[config.mk]
export PLATFORM = sky130hd
export DESIGN_NAME = fetch_unit
export DESIGN_NICKNAME = d
export VERILOG_FILES = /design/src/rtl/fetch_unit.sv
export SDC_FILE = /design/constraint.sdc
export NUM_CORES = 1
export LEC_CHECK = 0
export CAP_MARGIN = 20
export CORE_ASPECT_RATIO = 1.1
export CORE_MARGIN = 8
export CORE_UTILIZATION = 31
export CTS_CLUSTER_DIAMETER = 30
export DETAILED_ROUTE_END_ITERATION = 10
export DONT_BUFFER_PORTS = 1
export SYNTH_ARGS = -nofsm -noshare
export SYNTH_HDL_FRONTEND = slang
export SYNTH_SLANG_ARGS = --single-unit
[constraint.sdc]
create_clock -name clk -period 1.5 [get_ports clk]
set_input_delay 0.15 -clock clk [delete_from_list [all_inputs] [get_ports clk]]
set_output_delay 0.15 -clock clk [all_outputs]
set_load 0.02 [all_outputs]
[src/rtl/fetch_unit.sv]
// rtl/fetch_unit.sv - PC owner and instruction fetch front end with a 2-entry output buffer
module fetch_unit #(
    parameter int              PC_W     = 12,
    parameter int              INSTR_W  = 32,
    parameter logic [PC_W-1:0] RESET_PC = '0
) (
    input  logic               clk,
    input  logic               rst_n,
    input  logic               redirect,
    input  logic [PC_W-1:0]    redirect_pc,
    output logic [PC_W-1:0]    imem_addr,
    input  logic [INSTR_W-1:0] imem_rdata,
    output logic               out_valid,
    input  logic               out_ready,
    output logic [INSTR_W-1:0] out_instr,
    output logic [PC_W-1:0]    out_pc
);

    logic [PC_W-1:0]    fpc;
    logic               inflight;
    logic [PC_W-1:0]    inflight_pc;
    logic [1:0]         cnt;
    logic               head;
    logic               tail;
    logic [INSTR_W-1:0] ent_instr [2];
    logic [PC_W-1:0]    ent_pc    [2];

    logic               pop;
    logic               push;
    logic               issue;
    logic [2:0]         occ;

    assign out_valid = (cnt != 2'd0);
    assign out_instr = ent_instr[head];
    assign out_pc    = ent_pc[head];

    assign pop       = out_valid & out_ready;
    assign push      = inflight & ~redirect;
    assign occ       = {1'b0, cnt} + {2'b00, inflight};
    // Reserving a slot for every in-flight read keeps cnt + inflight <= 2.
    assign issue     = redirect | (occ < 3'd2) | pop;
    assign imem_addr = redirect ? redirect_pc : fpc;

    always_ff @(posedge clk or negedge rst_n) begin
        if (!rst_n) begin
            fpc          <= RESET_PC;
            inflight     <= 1'b0;
            inflight_pc  <= '0;
            cnt          <= 2'd0;
            head         <= 1'b0;
            tail         <= 1'b0;
            ent_instr[0] <= '0;
            ent_instr[1] <= '0;
            ent_pc[0]    <= '0;
            ent_pc[1]    <= '0;
        end else begin
            if (issue) begin
                inflight    <= 1'b1;
                inflight_pc <= imem_addr;
                fpc         <= imem_addr + PC_W'(1);
            end else begin
                inflight    <= 1'b0;
            end

            // A redirect discards buffered and in-flight wrong-path fetches.
            if (redirect) begin
                cnt  <= 2'd0;
                head <= 1'b0;
                tail <= 1'b0;
            end else begin
                if (push) begin
                    ent_instr[tail] <= imem_rdata;
                    ent_pc[tail]    <= inflight_pc;
                    tail            <= ~tail;
                end
                if (pop) begin
                    head <= ~head;
                end
                case ({push, pop})
                    2'b10:   cnt <= cnt + 2'd1;
                    2'b01:   cnt <= cnt - 2'd1;
                    default: cnt <= cnt;
                endcase
            end
        end
    end

endmodule

==> flow_summary.toml <==
[finish]
synthToLayoutAreaGrowth_pct = 32.61
post-route-util_pct = 41.89
final_cell_mix = "128 x mux2_2, 114 x dfrtp_1, 35 x dlygate4sd3_1, 28 x nor2_1, 22 x buf_4"
final_nets = 513
final_common_cell = "mux2_2"
insertedDiodeCount = 0
drive_above_1_share_pct = 48.95

[grt]
grt_usage_pct = 12.00
overflow = 0
grt_pass1_vias = 3720
antenna_found_initial = 0
grt_max_degree = 118
grt_pass1_wl_um = 20180

[floorplan]
core_mm2 = 0.01702
die_w_um = 141.6
dieArea_mm2 = 0.02181
start_util_pct = 31.59
rows = 50
die_y_um = 154.1
ioPinCount = 105

[detailed_routing]
vias_per_cell = 4.734
wl_per_cell_um = 18.01
firstDrtPassIters = 4
vias = 3361
ant_nets = 0
route.detailed.drc = 0
drt_iter0_markers = 130
wirelength_um = 12790

[place]
place.port_buffers = 0
place_ws_ps = -1.210
place_congestion = 0.8134
dp.final_hpwl_um = 8428

[setup_path]
startpoint_type = "flop"
cp.arrival_ps = 1470
r2r-start = "fpc[0]"
cp_data_required_time_ps = 1350
r2r_setup_slack_ps = -30
end_kind = "output port"
rr_worst_depth = 6
cp_max_fo = 32
worstReg2RegEnd = "fpc[10]"
path_class = "reg -> out"

[timing]
max_slew.worst_pin.slew_ps = 415.0
layout_setup_ws_ps = -116.0
setup_viol = 46
whs_ps = -554.8
fmax_mhz = 618.8
slew_viol_final = 0
rsz0062_at_grt = "yes"
finalCriticalPeriod_ps = 1616
fin_skew_ps = 13.22
slew_headroom_pct = 72.33
period_share_pct = 107.7
hold_viol_final = 117

[yosys]
synth-edff-count = 0
synth-seq-cells = 117
ys_async_sr_fraction_pct = 100.0
syn-num-nets = 442
synth-main-ff-cell = "dfrtp_1"
ys_warn_count = 0
synthCells = 393
ys_seq_area_share_pct = 54.47
syn_area_per_cell_um2 = 13.68
yosysUniqueCellTypes = 38
synth_area_mm2 = 0.005375

[power_and_ir_drop]
swShare_pct = 27.63
ir_worst_vdd_uv = 818.6
switchingPower_mw = 3.471
p_comb_share_pct = 25.7
clkPwrFrac_pct = 38.2
p_leak_nw = 2.992
power_density_mw_per_mm2 = 1762
intPower_mw = 9.090
seq_power_share_pct = 36.2

[clock_tree]
postCtsHoldBufs = 35
h-tree-depth = 4
cts_buffers = 17
clk_latency_ps = 410
root_buffer = "clkbuf_16"
clk_pin_slew_ps = 50
cts.sinks = 117
cts_tree = "done"
clock_path_buffers = 2

[status]
violations = "hold timing, setup timing"
status = "finished, violations left"

[hold_path]
hp-class = "in -> async"

[run]
cap_violations = 0
-- power groups by stage --
stage	registers [mW]	logic [mW]	clock network, mW
after detailed placement	4.58	2.94	0
final	4.54	3.23	4.79
after global routing	4.67	3.45	5.04
after floorplan	4.43	2.34	0
after global placement	4.51	2.88	0
after CTS	4.54	3.18	4.90
-- cell usage after synthesis (all sizes together) (2+ instances only) --
| cell | number | share of area [%] |
|---|---|---|
| o31ai | 5 | 0.98 |
| buf | 16 | 1.8 |
| clkbuf | 5 | 0.35 |
| nor2 | 28 | 2.0 |
| inv | 6 | 0.42 |
| mux2i | 6 | 1.1 |
| nand4 | 2 | 0.51 |
| dfrtp | 117 | 54 |
| nand2 | 15 | 1.0 |
| o21ai | 4 | 0.37 |
| o21a | 2 | 0.28 |
| nand3 | 4 | 0.37 |
| and3 | 2 | 0.23 |
| nand4b | 3 | 0.77 |
| mux2 | 141 | 30 |
| a21oi | 14 | 1.4 |
| nand3b | 4 | 0.56 |
| xnor2 | 7 | 1.1 |
-- logic make-up after synthesis --
group                      synth area share, %
AOI/OAI and AO/OA                        4.423
xor gates and xnor gates                 1.304
adders and majority gates               0.2327
buffers and inverters                    2.537
DFF                                      54.47
muxes                                    30.66
and+or+nand+nor                          6.378
-- how the worst max path moves through the flow --
stage	startpoint	to	slack (ps)	depth (start not counted)
after floorplan	redirect	fpc[10]	-130	9
final	head	out_instr[19]	-120	2
after detailed placement	fpc[0]	fpc[8]	-1	6
after global placement	fpc[0]	fpc[10]	60	6
after CTS	head	out_pc[1]	-150	2
after global routing	head	out_pc[1]	-170	2
-- layout make-up --
| type | instances | area (um^2) |
|---|---|---|
| clock buffer | 22 | 484.2 |
| clock inverter | 9 | 220.2 |
| fill | 1580 | 9888 |
| inverter | 6 | 30.03 |
| multi-input combinational | 249 | 2435 |
| sequential | 117 | 2932 |
| tap | 234 | 292.8 |
| timing repair buffer | 73 | 734.5 |
-- worst max-delay path, cell delays in order, from the launching register on --
cell and delay [ps]:
dfrtp_2 390, buf_12 220, mux2_2 430
-- registers in the layout (all words and copies together), names as in the netlist --
register	cells
cnt	2
ent_instr	64
tail	1
ent_pc	24
inflight	1
fpc	12
head	1
inflight_pc	12
-- repair_timing --
item / 4_1_cts / 5_1_grt
setup buffers: 7 / 3
endpoints found under the setup margin: 51 / 77
endpoints found under the hold margin: 186 / 117
resized for setup: 19 / 25
pin swaps: 1 / 3
-- routing by layer --
metal  part of all wire [%]  global-route usage (%)
met1                     42                   13.98
met2                     49                   19.29
met3                    7.3                   5.017
met4                    1.3                   4.506
met5                      0                       0
-- metrics by stage --
stage	total power, mW	std cells	cell area (um^2)	TNS, ps
floorplan	6.771	393	5413	-407.6
global route	13.17	710	7128	-6596
detailed placement	7.519	634	5834	-1.210
CTS	12.62	707	7009	-5618
finish	12.56	710	7128	-4076
global placement	7.388	634	5834	0
Note: power is estimated with default switching activity, not from simulation.
